--- config.mk ---
export PLATFORM = sky130hd
export DESIGN_NAME = approx_mult_datapath
export DESIGN_NICKNAME = d
export VERILOG_FILES = /design/src/rtl/mult_pkg.sv /design/src/rtl/lead_shift_reg.sv /design/src/rtl/approx_mult_datapath.sv
export SDC_FILE = /design/constraint.sdc
export NUM_CORES = 1
export LEC_CHECK = 0
export BUFFER_PORTS_ARGS = -buffer_cell sky130_fd_sc_hd__buf_2
export CORE_MARGIN = 10
export CORE_UTILIZATION = 55
export CTS_BUF_LIST = sky130_fd_sc_hd__clkbuf_2
export CTS_CLUSTER_SIZE = 40
export DETAILED_ROUTE_END_ITERATION = 7
export PLACE_DENSITY = 0.76
export SLEW_MARGIN = 30
export SYNTH_ARGS = -nofsm -noshare
export SYNTH_HDL_FRONTEND = slang
export SYNTH_SLANG_ARGS = --single-unit
--- constraint.sdc ---
create_clock -name clk -period 5.4 [get_ports clk]
set_input_delay 1.08 -clock clk [delete_from_list [all_inputs] [get_ports clk]]
set_output_delay 1.08 -clock clk [all_outputs]
set_load 0.05 [all_outputs]
--- src/rtl/mult_pkg.sv ---
// Shared sizing for the approximate multiplier datapath: default widths,
// shift-counter width and the fixed alignment of the truncated product.
package mult_pkg;

    localparam int N_DEF = 16;
    localparam int K_DEF = 8;

    function automatic int cw_of(input int n);
        return $clog2(n);
    endfunction

    // The K x K product lands in the top 2K bits of the 2N-bit result.
    function automatic int align_of(input int n, input int k);
        return 2 * n - 2 * k;
    endfunction

endpackage

--- src/rtl/lead_shift_reg.sv ---
// Loadable left shift register that normalises its operand to a leading one,
// counting the shifts taken. A zero operand is never shifted.
module lead_shift_reg #(
    parameter int N  = 16,
    parameter int CW = 4
) (
    input  logic          clk,
    input  logic          rst,
    input  logic          ld,
    input  logic [N-1:0]  d_in,
    input  logic          shift_en,
    input  logic          count_en,
    output logic [N-1:0]  value,
    output logic [CW-1:0] count,
    output logic          shifting
);

    logic [N-1:0]  value_q, value_d;
    logic [CW-1:0] count_q, count_d;

    assign shifting = ~value_q[N-1] & (value_q != '0);
    assign value    = value_q;
    assign count    = count_q;

    always_comb begin
        value_d = value_q;
        count_d = count_q;
        if (ld) begin
            value_d = d_in;
            count_d = '0;
        end else begin
            if (shift_en && shifting) begin
                value_d = value_q << 1;
            end
            if (count_en && shifting) begin
                count_d = count_q + CW'(1);
            end
        end
    end

    always_ff @(posedge clk) begin
        if (rst) begin
            value_q <= '0;
            count_q <= '0;
        end else begin
            value_q <= value_d;
            count_q <= count_d;
        end
    end

endmodule

--- src/rtl/approx_mult_datapath.sv ---
// Datapath for the approximate multiplier: normalise both operands, multiply
// their top K bits, then shift the product back right by the total normalisation.
module approx_mult_datapath
    import mult_pkg::*;
#(
    parameter int N  = N_DEF,
    parameter int K  = K_DEF,
    parameter int CW = cw_of(N)
) (
    input  logic           clk,
    input  logic           rst,
    input  logic [N-1:0]   a_in,
    input  logic [N-1:0]   b_in,
    input  logic           ld,
    input  logic           ld_l_shift,
    input  logic           l_count_enable,
    input  logic           ld_r_shift,
    input  logic           r_count_enable,
    output logic           a_shifting,
    output logic           b_shifting,
    output logic           r_shifting,
    output logic [2*N-1:0] result
);

    localparam int ALIGN = align_of(N, K);

    logic [N-1:0]   a_val, b_val;
    logic [CW-1:0]  la, lb;
    logic [CW:0]    l_sum;
    logic [2*K-1:0] prod;
    logic [2*N-1:0] prod_aligned;

    logic [2*N-1:0] r_q, r_d;
    logic [CW:0]    rc_q, rc_d;

    lead_shift_reg #(.N(N), .CW(CW)) u_a_reg (
        .clk      (clk),
        .rst      (rst),
        .ld       (ld),
        .d_in     (a_in),
        .shift_en (ld_l_shift),
        .count_en (l_count_enable),
        .value    (a_val),
        .count    (la),
        .shifting (a_shifting)
    );

    lead_shift_reg #(.N(N), .CW(CW)) u_b_reg (
        .clk      (clk),
        .rst      (rst),
        .ld       (ld),
        .d_in     (b_in),
        .shift_en (ld_l_shift),
        .count_en (l_count_enable),
        .value    (b_val),
        .count    (lb),
        .shifting (b_shifting)
    );

    // Widen before adding so la+lb (up to 2N-2) cannot wrap.
    assign l_sum        = {1'b0, la} + {1'b0, lb};
    assign prod         = a_val[N-1:N-K] * b_val[N-1:N-K];
    assign prod_aligned = (2*N)'(prod) << ALIGN;
    assign r_shifting   = (rc_q != l_sum);
    assign result       = r_q;

    always_comb begin
        r_d  = r_q;
        rc_d = rc_q;
        if (ld_r_shift) begin
            r_d  = prod_aligned;
            rc_d = '0;
        end else if (ld) begin
            rc_d = '0;
        end else if (r_count_enable && r_shifting) begin
            r_d  = r_q >> 1;
            rc_d = rc_q + (CW+1)'(1);
        end
    end

    always_ff @(posedge clk) begin
        if (rst) begin
            r_q  <= '0;
            rc_q <= '0;
        end else begin
            r_q  <= r_d;
            rc_q <= rc_d;
        end
    end

endmodule

== Word level (Yosys, flattened, before mapping) ==
Cells that the tools add are included.

* Add/sub/neg operators: 4
* Multiply operators: 1
* Equal/unequal tests: 2
* Muxes and demuxes: 7
* Bitwise logic cells: 5
* Reduce and logical (&&, ||, !) cells: 15

{| class="wikitable"
|+ Operators by type and width
! operator !! count
|-
| 32-bit 2-to-1 mux || 3
|-
| 16-bit 2-to-1 mux || 4
|-
| 16-bit nonzero test || 2
|-
| 8-bit by 8-bit multiplier with 16-bit output || 1
|-
| 4-bit by 1-bit adder with 4-bit output, second input constant || 2
|-
| 2-bit nonzero test || 3
|-
| 4-bit by 4-bit adder with 5-bit output || 1
|-
| 5-bit by 1-bit adder with 5-bit output, second input constant || 1
|-
| 1-bit logical AND || 5
|-
| 5-bit inequality test || 1
|-
| 2-bit AND reduction || 2
|-
| 2-bit OR reduction || 2
|-
| 1-bit NOT || 3
|-
| 3-bit OR reduction || 1
|-
| 1-bit bitwise AND || 2
|-
| 2-bit by 1-bit inequality test with 1-bit output, second input constant || 1
|}

* Bits in registers: 77
* Output and inout port bits: 35
* Logic and storage cells: 41

== Depth between registers and ports, before layout ==
* Word-level depth: 6
* Gate-level depth with buffers: 17
* Mapped depth without buffers: 16

== By module ==
A second synthesis with hierarchy kept.

* Cells, all modules: 660
* Area total of the unflattened synthesis: 6075.8 um2

{| class="wikitable"
|+ Modules (own cells, without submodules)
! module !! times used !! cells each !! area an instance (um2) !! sequential area each (um2)
|-
| approx_mult_datapath || 1 || 454 || 3968.8 || 740.7
|-
| lead_shift_reg || 2 || 103 || 1053.5 || 400.4
|}

== Worst setup path before layout ==
Ideal clock, no wire load.

* Path kind: flip-flop to flip-flop
* Start point: reg u_b_reg.value_q[15], in the netlist u_b_reg.value[15]
* End point: reg r_q[30], in the netlist result[30]
* Setup time: 0.139 ns
* Data arrival time: 4.366 ns
* Data required time: 5.261 ns
* Setup slack: 0.895 ns
* Cell stages (with the launch flop): 17
* Clock period less this slack: 4.505 ns
* Path through: dfxtp_1 > clkbuf_1 > nand2_1 > fa_1 > fa_1 > inv_1 > fa_1 > inv_1 > fa_1 > inv_1 > ha_1 > and3_1 > nor4b_1 > or2_2 > or3_1 > a21oi_1 > a2111oi_2

* Cells in the longest elaborated chain, start to end: 2

{| class="wikitable"
|+ Ends and longest elaborated chain
! element !! line !! RTL
|-
| from (decl) || lead_shift_reg.sv:18 || <nowiki>logic [N-1:0] value_q, value_d;</nowiki>
|-
| from (signal assigned) || lead_shift_reg.sv:46 || <nowiki>value_q <= value_d;</nowiki>
|-
| 8-bit by 8-bit multiplier with 16-bit output || approx_mult_datapath.sv:62 || <nowiki>assign prod = a_val[N-1:N-K] * b_val[N-1:N-K];</nowiki>
|-
| 32-bit 2-to-1 mux || approx_mult_datapath.sv:70 || <nowiki>if (ld_r_shift) begin</nowiki>
|-
| to (signal assigned) || approx_mult_datapath.sv:86 || <nowiki>r_q <= r_d;</nowiki>
|-
| to (decl) || approx_mult_datapath.sv:33 || <nowiki>logic [2*N-1:0] r_q, r_d;</nowiki>
|}

No other way between the ends.
A chain may end at the register's enable or synchronous reset.

== Worst setup path after layout ==
* Start point: reg u_b_reg.value_q[14], in the netlist u_b_reg.value[14]
* End point: reg r_q[30], in the netlist result[30]

Same word-level chain as after synthesis.

==> metrics.txt <==
outcome finished clean; core occupancy in the finished layout 62.14%; Post-Synth Simple-Gate Area about a fifth; Period minus WS final 4.657 ns; die span in x 123.6 microns; fill count 917; arrival time at the worst endpoint just over 5 ns; CTS tree yes; maximum capacitance violations 0; clock root buffer master sky130_fd_sc_hd__clkbuf_2; worst rel slew slack 40.99%; post-route total power roughly 1.4 mW; Crit Path Max Fanout 11; Vias 4766; final clock period utilization by the worst path 86.24%; final number of hold-violating endpoints 0; hold path endpoint result[13]$_SDFFE_PP0P_; Die Span Y around 120 microns; synthesis-to-finish area growth 9.203%; cell area after synthesis 5901 sq um; H-Tree Level Count 3; clk buf depth 2; fraction of registers with async set/reset 0%; per-cell via count in the routed design 5.574; final layout net count between 800 and 900; share of the synthesized area in compound gates (AO/OA/AOI/OAI) 13.63%; Final Skew 0.03267 ns; Critical R2R Capture result[30]$_SDFFE_PP0P_; Hold Slack around 0.47 ns; initial detailed-routing violation count 387; DR WL/cell between 15 and 20 microns; Detail Placement HPWL 9955 microns; Initial Util 56.90%; commonest non-fill, non-tap cells in the layout sky130_fd_sc_hd__dfxtp_1, sky130_fd_sc_hd__buf_2, sky130_fd_sc_hd__nor2_1; placed cell count 839; flip-flop cell with the highest count after synthesis sky130_fd_sc_hd__dfxtp_1; worst-skew pair later-pin latency 0.54 ns; number of clock sinks seen by CTS 77; post-route ant nets 0; total core area 10370 sq um; combinational family with the most area after synthesis adder cells; row cnt 37; Critical Path RT about 5.8 ns; final cell count without fillers 855; yosys warns 0; global-route wire length before repair roughly 22000 microns; Overall Global Routing Usage 17.30%; fmax 214.7 MHz; hold buffer count at cts 0; count of pins over their slew limit 0; post-synth cell types 62; most common cell after layout, fill and taps aside sky130_fd_sc_hd__dfxtp_1; Post-CTS Setup Bufs 0; post-synthesis adder-cell area fraction a little over a fifth; ratio of cells with drive above 1 in the final layout between 10% and 20%; Seq/Total Area, Yosys 26.12%; Min-Delay Startpoint result[14]$_SDFFE_PP0P_; power per standard cell area 217.8 nW/um^2; post_cts resized 0; overflow left after global routing 0; weighted congestion at the end of routability-driven global placement around 0.87; number of remaining DRC errors 0; wirelength, routed 12940 microns; average cell area after synthesis 8.755 sq um; transition time at the pin with the least slew margin just under 0.9 ns; vias in the first global route 4717; FF-to-FF Start u_b_reg.value[14]$_SDFFE_PP0P_; number of setup violations in the final report 0; first drt pass iteration count 5; final setup margin 0.7432 ns; number of cells on the worst hold path 2; worst-case register-to-register setup slack approximately 0.74 ns; setup slack at placement roughly 0.75 ns; Post-Syn Instances 674; launching element type of the critical path flop; depth of the worst register-to-register path 15; IO Count 74; total nets after synthesis 793; Port Buffer Count 73; type of the worst min-delay path reg -> reg; pin count of the biggest net entering global routing 50; fraction of synthesized area in multiplexers ~9.0%; area of the die 15270 sq um; maximum resistive drop on vdd 0.1596 mV; final standard cell area without fillers 6444 sq um; number of enable-type register cells in the synthesized netlist 0; count of state elements after synthesis 77; clock-pin slew on the worst setup and hold paths 0.23 ns; number of antenna repair diodes 0; share of the synthesized netlist area taken by xor and xnor gates approximately 2.7%; CTS buffer count 9; initial antenna violation count 0; type of the setup path with the least slack reg -> reg; RSZ-0062 raised after global routing false; static leakage 3.073 nW; area of placed instances approximately 6200 sq um; type of destination of the critical path flop; Final TNS setup 0 ns
==> routing by layer <==
layer  global-route usage [%]  part of all wire (%)
met4                    4.585                  0.97
met5                        0                     0
met1                    21.88                    44
met2                    28.44                    49
met3                    4.796                   6.1
==> report_power, final <==
group	total [mW]	internal (mW)	switching, mW	leakage [nW]
Sequential	0.631	0.595	0.0354	0.630
Clock	0.462	0.248	0.214	0.103
Combinational	0.311	0.116	0.195	2.34
Total	1.40	0.959	0.445	3.07
==> synth_stat cells, drive strengths merged (2+ instances only) <==
cell type | count | area share (%)
mux2i | 26 | 4.4
nand2b | 2 | 0.21
inv | 59 | 3.8
o221ai | 2 | 0.30
a2111oi | 7 | 1.7
and2 | 52 | 5.5
and3 | 7 | 0.85
o211a | 2 | 0.34
nor2b | 2 | 0.34
a31oi | 2 | 0.21
a311oi | 3 | 0.45
nand4 | 5 | 0.53
mux2 | 24 | 4.6
xor2 | 9 | 1.3
a21boi | 2 | 0.32
o21a | 2 | 0.25
a211oi | 3 | 0.38
or2 | 6 | 0.64
clkbuf | 35 | 2.2
nand3b | 3 | 0.38
a21o | 8 | 1.0
a21oi | 39 | 3.3
nor2 | 59 | 3.8
o21ai | 29 | 2.5
buf | 12 | 1.3
a41oi | 2 | 0.55
nand3 | 30 | 2.5
a221oi | 2 | 0.30
nand2 | 39 | 2.6
ha | 43 | 9.1
fa | 37 | 13
o2111a | 2 | 0.38
nor3 | 8 | 0.68
xnor2 | 9 | 1.3
o211ai | 2 | 0.25
nor4 | 9 | 0.95
dfxtp | 77 | 26
a41o | 2 | 0.34
or3 | 3 | 0.32
==> critical path, cell delays in order (launching register included) <==
cell                        delay, ns
sky130_fd_sc_hd__dfxtp_1         0.58
sky130_fd_sc_hd__nand2_1         0.13
sky130_fd_sc_hd__fa_1            0.51
sky130_fd_sc_hd__fa_1            0.55
sky130_fd_sc_hd__inv_1           0.06
sky130_fd_sc_hd__fa_1            0.53
sky130_fd_sc_hd__inv_1           0.05
sky130_fd_sc_hd__fa_1            0.52
sky130_fd_sc_hd__inv_1           0.04
sky130_fd_sc_hd__ha_1            0.34
sky130_fd_sc_hd__and3_1          0.20
sky130_fd_sc_hd__nor4b_1         0.13
sky130_fd_sc_hd__or2_2           0.31
sky130_fd_sc_hd__or3_1           0.35
sky130_fd_sc_hd__a21oi_1         0.18
sky130_fd_sc_hd__a2111oi_2       0.06
==> area by class of cell <==
cell class	count	area (sq um)	area share [%]
clock buffer	9	45.04	0.6990
clock inverter	7	145.1	2.252
inverter	59	221.5	3.437
multi-input combinational	491	3928	60.95
sequential	77	1541	23.92
tap	136	170.2	2.641
timing repair buffer	76	392.9	6.097
==> state kept, by name, indices dropped and copies added (netlist names) <==
signal and flops:
rc_q 5, u_b_reg.value 16, u_b_reg.count 4, result 32
u_a_reg.count 4, u_a_reg.value 16
==> worst max-delay path by stage <==
stage | start | end | slack [ns] | depth (start not counted)
5_1_grt | u_b_reg.value[14]$_SDFFE_PP0P_ | result[29]$_SDFFE_PP0P_ | 0.42 | 14
3_5_place_dp | u_a_reg.value[8]$_SDFFE_PP0P_ | result[30]$_SDFFE_PP0P_ | 0.75 | 15
3_3_place_gp | u_b_reg.value[15]$_SDFFE_PP0P_ | result[30]$_SDFFE_PP0P_ | 0.82 | 15
2_1_floorplan | u_b_reg.value[15]$_SDFFE_PP0P_ | result[30]$_SDFFE_PP0P_ | 0.90 | 16
4_1_cts | u_b_reg.value[14]$_SDFFE_PP0P_ | result[30]$_SDFFE_PP0P_ | 0.69 | 15
6_report | u_b_reg.value[14]$_SDFFE_PP0P_ | result[30]$_SDFFE_PP0P_ | 0.74 | 15
==> cells by family after synthesis <==
logic type	Yosys count
buffers and inverters	106
AOI/OAI and AO/OA	116
xor gates and xnor gates	18
adders and majority gates	80
and+or+nand+nor	227
muxes	50
DFF	77
Note: power is estimated with default switching activity, not from simulation.
